===== src/rtl/cdb_arbiter.sv =====
// rtl/cdb_arbiter.sv - Writeback arbiter merging buffered ALU results and MULT results onto the CDB.
module cdb_arbiter #(
  parameter int DEPTH = 4,
  parameter int LANES = 8,
  parameter int WIDTH = 32
) (
  input  logic                   clk,
  input  logic                   rst,

  input  logic                   Valid_ALU_ARB,
  input  logic [7:0]             ActiveMask_ALU_ARB,
  input  logic [2:0]             WarpID_ALU_ARB,
  input  logic [31:0]            Instr_ALU_ARB,
  input  logic [4:0]             Dst_ALU_ARB,
  input  logic [LANES*WIDTH-1:0] Data_ALU_ARB,
  input  logic [1:0]             ScbID_ALU_ARB,

  input  logic                   Valid_MULT_ARB,
  input  logic [7:0]             ActiveMask_MULT_ARB,
  input  logic [2:0]             WarpID_MULT_ARB,
  input  logic [31:0]            Instr_MULT_ARB,
  input  logic [4:0]             Dst_MULT_ARB,
  input  logic [LANES*WIDTH-1:0] Data_MULT_ARB,
  input  logic [1:0]             ScbID_MULT_ARB,
  output logic                   Ready_ARB_MULT,

  output logic                   Stall_ARB_OC,

  output logic                   Valid_ARB_CDB,
  output logic [7:0]             ActiveMask_ARB_CDB,
  output logic [2:0]             WarpID_ARB_CDB,
  output logic [31:0]            Instr_ARB_CDB,
  output logic [4:0]             Dst_ARB_CDB,
  output logic [LANES*WIDTH-1:0] Data_ARB_CDB,
  output logic [1:0]             ScbID_ARB_CDB,

  output logic                   Overflow_Err
);

  localparam int DW = LANES * WIDTH;
  localparam int EW = 8 + 3 + 32 + 5 + DW + 2;
  localparam int AW = (DEPTH > 1) ? $clog2(DEPTH) : 1;
  localparam int CW = AW + 1;

  typedef enum logic {
    GNT_ALU  = 1'b0,
    GNT_MULT = 1'b1
  } gnt_e;

  logic [EW-1:0] mem_q [DEPTH];
  logic [AW-1:0] rd_ptr_q, rd_ptr_d;
  logic [AW-1:0] wr_ptr_q, wr_ptr_d;
  logic [CW-1:0] count_q, count_d;
  gnt_e          last_grant_q, last_grant_d;
  logic          overflow_q, overflow_d;
  logic          cdb_valid_q, cdb_valid_d;
  logic [EW-1:0] cdb_q, cdb_d;

  logic [EW-1:0] alu_in, mult_in, alu_cand;
  logic          fifo_nonempty, fifo_full;
  logic          alu_req, mult_req;
  logic          grant_alu, grant_mult;
  logic          pop, push, drop, push_wr;

  assign alu_in  = {ActiveMask_ALU_ARB, WarpID_ALU_ARB, Instr_ALU_ARB,
                    Dst_ALU_ARB, Data_ALU_ARB, ScbID_ALU_ARB};
  assign mult_in = {ActiveMask_MULT_ARB, WarpID_MULT_ARB, Instr_MULT_ARB,
                    Dst_MULT_ARB, Data_MULT_ARB, ScbID_MULT_ARB};

  always_comb begin
    fifo_nonempty = (count_q != '0);
    fifo_full     = (count_q == CW'(DEPTH));
    // With an empty FIFO the incoming ALU result is the candidate (cut-through).
    alu_cand      = fifo_nonempty ? mem_q[rd_ptr_q] : alu_in;
    alu_req       = fifo_nonempty || Valid_ALU_ARB;
    mult_req      = Valid_MULT_ARB;

    grant_alu     = alu_req  && (!mult_req || (last_grant_q == GNT_MULT));
    grant_mult    = mult_req && (!alu_req  || (last_grant_q == GNT_ALU));

    pop           = grant_alu && fifo_nonempty;
    push          = Valid_ALU_ARB && !(grant_alu && !fifo_nonempty);
    drop          = push && fifo_full && !pop;
    push_wr       = push && !drop;

    count_d       = count_q + CW'(push_wr) - CW'(pop);
    rd_ptr_d      = rd_ptr_q + AW'(pop);
    wr_ptr_d      = wr_ptr_q + AW'(push_wr);
    overflow_d    = overflow_q || drop;

    last_grant_d  = last_grant_q;
    if (grant_alu) begin
      last_grant_d = GNT_ALU;
    end else if (grant_mult) begin
      last_grant_d = GNT_MULT;
    end

    // Fields hold their last broadcast value on idle cycles.
    cdb_valid_d   = grant_alu || grant_mult;
    cdb_d         = cdb_q;
    if (grant_alu) begin
      cdb_d = alu_cand;
    end else if (grant_mult) begin
      cdb_d = mult_in;
    end
  end

  always_ff @(posedge clk or negedge rst) begin
    if (!rst) begin
      count_q      <= '0;
      rd_ptr_q     <= '0;
      wr_ptr_q     <= '0;
      last_grant_q <= GNT_MULT;
      overflow_q   <= 1'b0;
      cdb_valid_q  <= 1'b0;
      cdb_q        <= '0;
    end else begin
      count_q      <= count_d;
      rd_ptr_q     <= rd_ptr_d;
      wr_ptr_q     <= wr_ptr_d;
      last_grant_q <= last_grant_d;
      overflow_q   <= overflow_d;
      cdb_valid_q  <= cdb_valid_d;
      cdb_q        <= cdb_d;
    end
  end

  // Storage needs no reset: the pointers and count define what is live.
  always_ff @(posedge clk) begin
    if (push_wr) begin
      mem_q[wr_ptr_q] <= alu_in;
    end
  end

  assign Ready_ARB_MULT = grant_mult;
  // One spare slot absorbs the ALU result already in flight when stall rises.
  assign Stall_ARB_OC   = (count_q >= CW'(DEPTH - 1));
  assign Overflow_Err   = overflow_q;
  assign Valid_ARB_CDB  = cdb_valid_q;
  assign {ActiveMask_ARB_CDB, WarpID_ARB_CDB, Instr_ARB_CDB,
          Dst_ARB_CDB, Data_ARB_CDB, ScbID_ARB_CDB} = cdb_q;

endmodule

===== config.mk =====
export PLATFORM = sky130hd
export DESIGN_NAME = cdb_arbiter
export DESIGN_NICKNAME = d
export VERILOG_FILES = /design/src/rtl/cdb_arbiter.sv
export SDC_FILE = /design/constraint.sdc
export NUM_CORES = 2
export LEC_CHECK = 0
export CORE_MARGIN = 4
export CORE_UTILIZATION = 40
export CTS_CLUSTER_DIAMETER = 120
export DETAILED_ROUTE_END_ITERATION = 16
export PLACE_DENSITY = 0.63
export SYNTH_ARGS = -nofsm -noshare
export SYNTH_HDL_FRONTEND = slang
export SYNTH_SLANG_ARGS = --single-unit

===== constraint.sdc =====
create_clock -name clk -period 63 [get_ports clk]
set_clock_uncertainty 0.2 [all_clocks]
set_input_delay 9.45 -clock clk [delete_from_list [all_inputs] [get_ports clk]]
set_output_delay 9.45 -clock clk [all_outputs]
set_load 0.01 [all_outputs]

== Word-level counts from Yosys, hierarchy flattened ==
Memory sizes are Yosys's and may differ from the RTL's.
Cells that the tools add are included.

* Eq/ne operators: 1
* Muxes and demuxes: 7
* Reductions and logical operators: 21
* Bitwise logic cells: 1
* Add/sub/neg operators: 4
* Order comparisons: 1

{| class="wikitable"
|+ Operator list
! cell !! count
|-
| 306-bit 2-to-1 mux || 3
|-
| 1-bit logical AND || 8
|-
| 1-bit zero test || 6
|-
| 1-bit logical OR || 5
|-
| 2-bit by 1-bit adder with 2-bit output || 2
|-
| 1-bit 2-to-1 mux || 4
|-
| 3-bit by 1-bit adder with 3-bit output || 1
|-
| 3-bit == test, second input constant || 1
|-
| 3-bit by 2-bit >= comparator with 1-bit output, second input constant || 1
|-
| 3-bit nonzero test || 1
|-
| 3-bit by 1-bit subtractor with 3-bit output || 1
|-
| 2-bit nonzero test || 1
|-
| 1-bit NOT || 1
|}

* Logic and storage cells: 43
* Output and inout bits: 310
* Input bits: 616
* Flip-flop bits (word level): 316
* Memories: 1
* RAM bits: 1,224

{| class="wikitable"
|+ Memory list
! name !! words !! bits a word !! read ports !! clocked after memory_dff !! write ports !! RTL line !! text
|-
| mem_q || 4 || 306 || 1 || 0 || 1 || 50 || <nowiki>logic [EW-1:0] mem_q [DEPTH];</nowiki>
|}

== Depth between registers and ports, before layout ==
* Depth in word-level cells: 12
* Gate-level depth with buffers: 10
* Mapped depth without buffers: 6

== Worst setup path after synthesis ==
OpenSTA, ideal clock, no wires.

* Path type: input-to-reg
* Start point: in Valid_ALU_ARB
* End point: mem mem_q[0][0] (netlist name), enable pin
* Stages on the path: 4
* Required time: 60.207 ns
* Arrival: 57.259 ns
* Path buffers: 2
* Slack: 2.948 ns
* Library setup time: 2.593 ns
* Path through: clkbuf_1 > clkbuf_1 > inv_1 > a2111oi_0

* Longest elaborated chain between the ends: 11
* Elaborated cells between the ends (all ways): 13
* Classes of those cells: mux (2); reduce/logical (11)

{| class="wikitable"
|+ RTL lines
! what !! RTL line !! text
|-
| start: declaration || 10 || <nowiki>input logic Valid_ALU_ARB,</nowiki>
|-
| 1-bit logical OR || 75 || <nowiki>alu_req = fifo_nonempty || Valid_ALU_ARB;</nowiki>
|-
| 1-bit logical AND || 78 || <nowiki>grant_alu = alu_req && (!mult_req || (last_grant_q == GNT_MULT));</nowiki>
|-
| 1-bit logical AND || 82 || <nowiki>push = Valid_ALU_ARB && !(grant_alu && !fifo_nonempty);</nowiki>
|-
| 1-bit zero test || 82 ||
|-
| 1-bit logical AND || 82 ||
|-
| 1-bit logical AND (2 in series) || 83 || <nowiki>drop = push && fifo_full && !pop;</nowiki>
|-
| 1-bit zero test || 84 || <nowiki>push_wr = push && !drop;</nowiki>
|-
| 1-bit logical AND * || 84 ||
|-
| 1-bit 2-to-1 mux * || 130 || <nowiki>if (push_wr) begin</nowiki>
|-
| 1-bit 2-to-1 mux (implied by the code) * || 131 || <nowiki>mem_q[wr_ptr_q] <= alu_in;</nowiki>
|-
| end: declaration || 50 ||
|}

Every way passes the cells marked *; elsewhere a longest branch is shown, timed or not.

== Final worst setup path ==
* Start point: in Valid_ALU_ARB
* End point: out Ready_ARB_MULT

* Longest elaborated chain between the ends: 4

{| class="wikitable"
|+ RTL lines
! what !! RTL line !! text
|-
| 1-bit logical OR || 75 ||
|-
| 1-bit zero test || 79 || <nowiki>grant_mult = mult_req && (!alu_req || (last_grant_q == GNT_ALU));</nowiki>
|-
| 1-bit logical OR || 79 ||
|-
| 1-bit logical AND || 79 ||
|-
| end: declaration || 25 || <nowiki>output logic Ready_ARB_MULT,</nowiki>
|}

No other way between the ends.

==> qor.yml <==
status: "finished, final reports clean"
wirelength_um: 197000
core_area_um2: 160000
die_y_um: 410
dp.cells: 6581
first_pass_iters: 6
drt-initial-drc-count: 4133
holdPathStages: 1
critical_path_arrival_ps: 11540
synth_edf_count: 1224
cpMaxStageDelayCell: "or4_4"
min_from: "Overflow_Err$_DFF_PN0_"
final_area_um2: 80800
multi_input_area_um2: 18100
yosysMostFrequentCell: "edfxtp_1"
setup-tns-final_ps: 0
grt_pass1_wl_um: 291000
final_nets: 5207
synthTopCellsByCount: "1224 x edfxtp_1, 315 x dfrtp_1, 307 x nand3_1, 307 x nor3_1"
start_util: 0.402
max-cap-violations: 0
clock_sinks: 1540
dp_hpwl_um: 122000
synth.distinct_cells: 34
grt_pass1_vias: 42458
pin_count: 926
nFillCells: 13298
worstPathRequired_ps: 53350
instances_no_fill: 6897
vdd_drop_max_v: 0.0000248
synth_top_flop_cell: "edfxtp_1"
cts_resized: 0
crit_family: "simple AND/OR/NAND/NOR gates"
layout_min_cycle_time_ps: 21190
setup_violations: 0
worstSetupStartpointType: "primary input"
post_cts.repair.setup_buffers: 0
clk_pin_slew_worst_paths_ps: 60
final_hold_viol_count: 0
yosys_warnings: 0
layout-drive-gt1-share: 0.184
synthCells: 3822
max_freq_mhz: 47.2
vias: 41897
rsz0062_at_grt: "no"
syn_area_um2: 64500
h-tree-depth: 4
die_area_um2: 168000
place_ws_ps: 41840
synthArstFlopShare: 0.205
gr-total-overflow: 0
hold_path_class: "flip-flop to flip-flop"
worst-path-buf-inv: 2
ant_nets: 0
hold_buffers: 0
crit_chain: "buf_8 > or4_4 > nand2_1 > and2_1 > clkdlybuf4s50_1"
worstHoldEndpoint: "Overflow_Err$_DFF_PN0_"
port_buffers: 925
seq_area_frac_synth: 0.693
p_per_area_nw_per_um2: 45.7
relSlewSlack: 0.270
seqCellArea_um2: 44700
worstSkewPairLatency_ps: 780
setup_ws_ps: 41810
tightest_slew_ps: 1090
finalMaxSlewViolations: 0
synth.avg_cell_area_um2: 16.9
reg2reg_slack_ps: 56970
yosysTopAreaCell: "edfxtp_1"
cts-root-buf: "clkbuf_16"
route.detailed.drc: 0
viasPerCell: 6.07
end_kind: "primary output"
r2r.worst_path.cells: 8
dieWidth_um: 410
max_stage_delay_ps: 830
grt_max_degree: 141
crit_type: "primary input to primary output"
syn_nets: 4443
track_usage: 0.229
post-route-period-util: 0.336
gp_congestion: 0.860
numCtsBuffers: 163
cts_max_path_buffers: 3
synth_top_area_share: 0.570
post-route-util: 0.504
antenna_found_initial: 31
routedWlPerCell_um: 28.6
area_delta_synth_final_pct: 25.3
ys_ff_latch: 1540
ys_top_cells_by_area: "edfxtp_1 57%, dfrtp_1 12%, mux4_2 11%"
timing.rr.start: "last_grant_q$_DFFE_PN1P_"
floorplan.rows: 147
leakage_nw: 25.6
cts_tree: "built"
worst-path-max-fanout: 68
timing.rr.end: "cdb_q[131]$_DFFE_PN0P_"
dpl_cell_area_um2: 75500
-- how the worst max path moves through the flow --
stage                   start  cells past startpoint               endpoint
2_1_floorplan   Valid_ALU_ARB                      4  mem_q[0][0]$_DFFE_PP_
3_3_place_gp    Valid_ALU_ARB                      5         Ready_ARB_MULT
3_5_place_dp   Valid_MULT_ARB                      5         Ready_ARB_MULT
4_1_cts        Valid_MULT_ARB                      5         Ready_ARB_MULT
5_1_grt        Valid_MULT_ARB                      5         Ready_ARB_MULT
6_report        Valid_ALU_ARB                      5         Ready_ARB_MULT
-- worst reg2reg max path, delay by kind of cell, from the launching register on --
kind	cells	cell delay, ps
flops	1	570
simple gates	2	880
compound gates	1	250
buf+inv	5	4060
-- stage by stage --
stage / power [W] / hold WS (ps)
2_1_floorplan: 0.00254 / 273
3_5_place_dp: 0.00278 / 267
3_3_place_gp: 0.00276 / 258
4_1_cts: 0.00373 / 289
5_1_grt: 0.00386 / 321
6_report: 0.00369 / 286
-- state kept, by name, summed over array words and instances (netlist names) --
register       count
Overflow_Err       1
Valid_ARB_CDB      1
cdb_q            306
count_q            3
last_grant_q       1
mem_q           1224
rd_ptr_q           2
wr_ptr_q           2
-- report_power, final --
part           internal [W]  switching, W  leakage [nW]
sequential          0.00139      0.000114          15.0
clock              0.000542      0.000400          2.55
combinational      0.000573      0.000677          8.06
total               0.00250       0.00119          25.6
-- layer usage --
layer	track usage	share of wire	vias to the layer above
li1	-	-	17473
met1	0.313	0.40	21964
met2	0.362	0.48	2085
met3	0.0525	0.081	365
met4	0.0787	0.035	10
met5	0	0.00034	-
-- placed cells by master (no fill, tap or decap), types with 2 or more instances in the layout --
| cell type | count |
|---|---|
| edfxtp_1 | 1224 |
| clkdlybuf4s50_1 | 922 |
| dfrtp_1 | 313 |
| nand3_1 | 307 |
| mux4_2 | 306 |
| nand4_1 | 306 |
| nor3_1 | 306 |
| o21ai_0 | 301 |
| a41oi_2 | 230 |
| clkbuf_16 | 166 |
| buf_4 | 78 |
| a41oi_1 | 76 |
| clkbuf_1 | 48 |
| clkinv_1 | 20 |
| clkinv_2 | 19 |
| clkbuf_8 | 17 |
| diode_2 | 15 |
| bufinv_16 | 8 |
| clkinvlp_4 | 8 |
| o21ai_1 | 6 |
| inv_1 | 5 |
| buf_12 | 5 |
| a2111oi_2 | 4 |
| ha_1 | 4 |
| clkinv_16 | 4 |
| xor2_1 | 3 |
| nand2_1 | 3 |
| clkinv_8 | 3 |
| clkinv_4 | 3 |
| inv_6 | 3 |
| buf_8 | 3 |
| nor2_1 | 2 |
| or3_4 | 2 |
| dfrtp_4 | 2 |
-- cell families after synthesis --
logic type,count (synthesis),synth area share
xor gates and xnor gates,4,0.000543
and+or+nand+nor,932,0.0786
buffers and inverters,414,0.0271
muxes,306,0.107
DFF,1540,0.693
AOI/OAI and AO/OA,621,0.0932
adders and majority gates,5,0.00109
-- layout make-up --
class | count | area share
flip-flops and latches | 1540 | 0.553
multi-input cells | 1868 | 0.224
repair buffers | 1008 | 0.123
clock buffers | 231 | 0.0565
well taps | 2160 | 0.0334
clock inverters | 70 | 0.00895
diodes | 15 | 0.000464
inverters | 5 | 0.000232
Power figures use the tool's default switching activity.
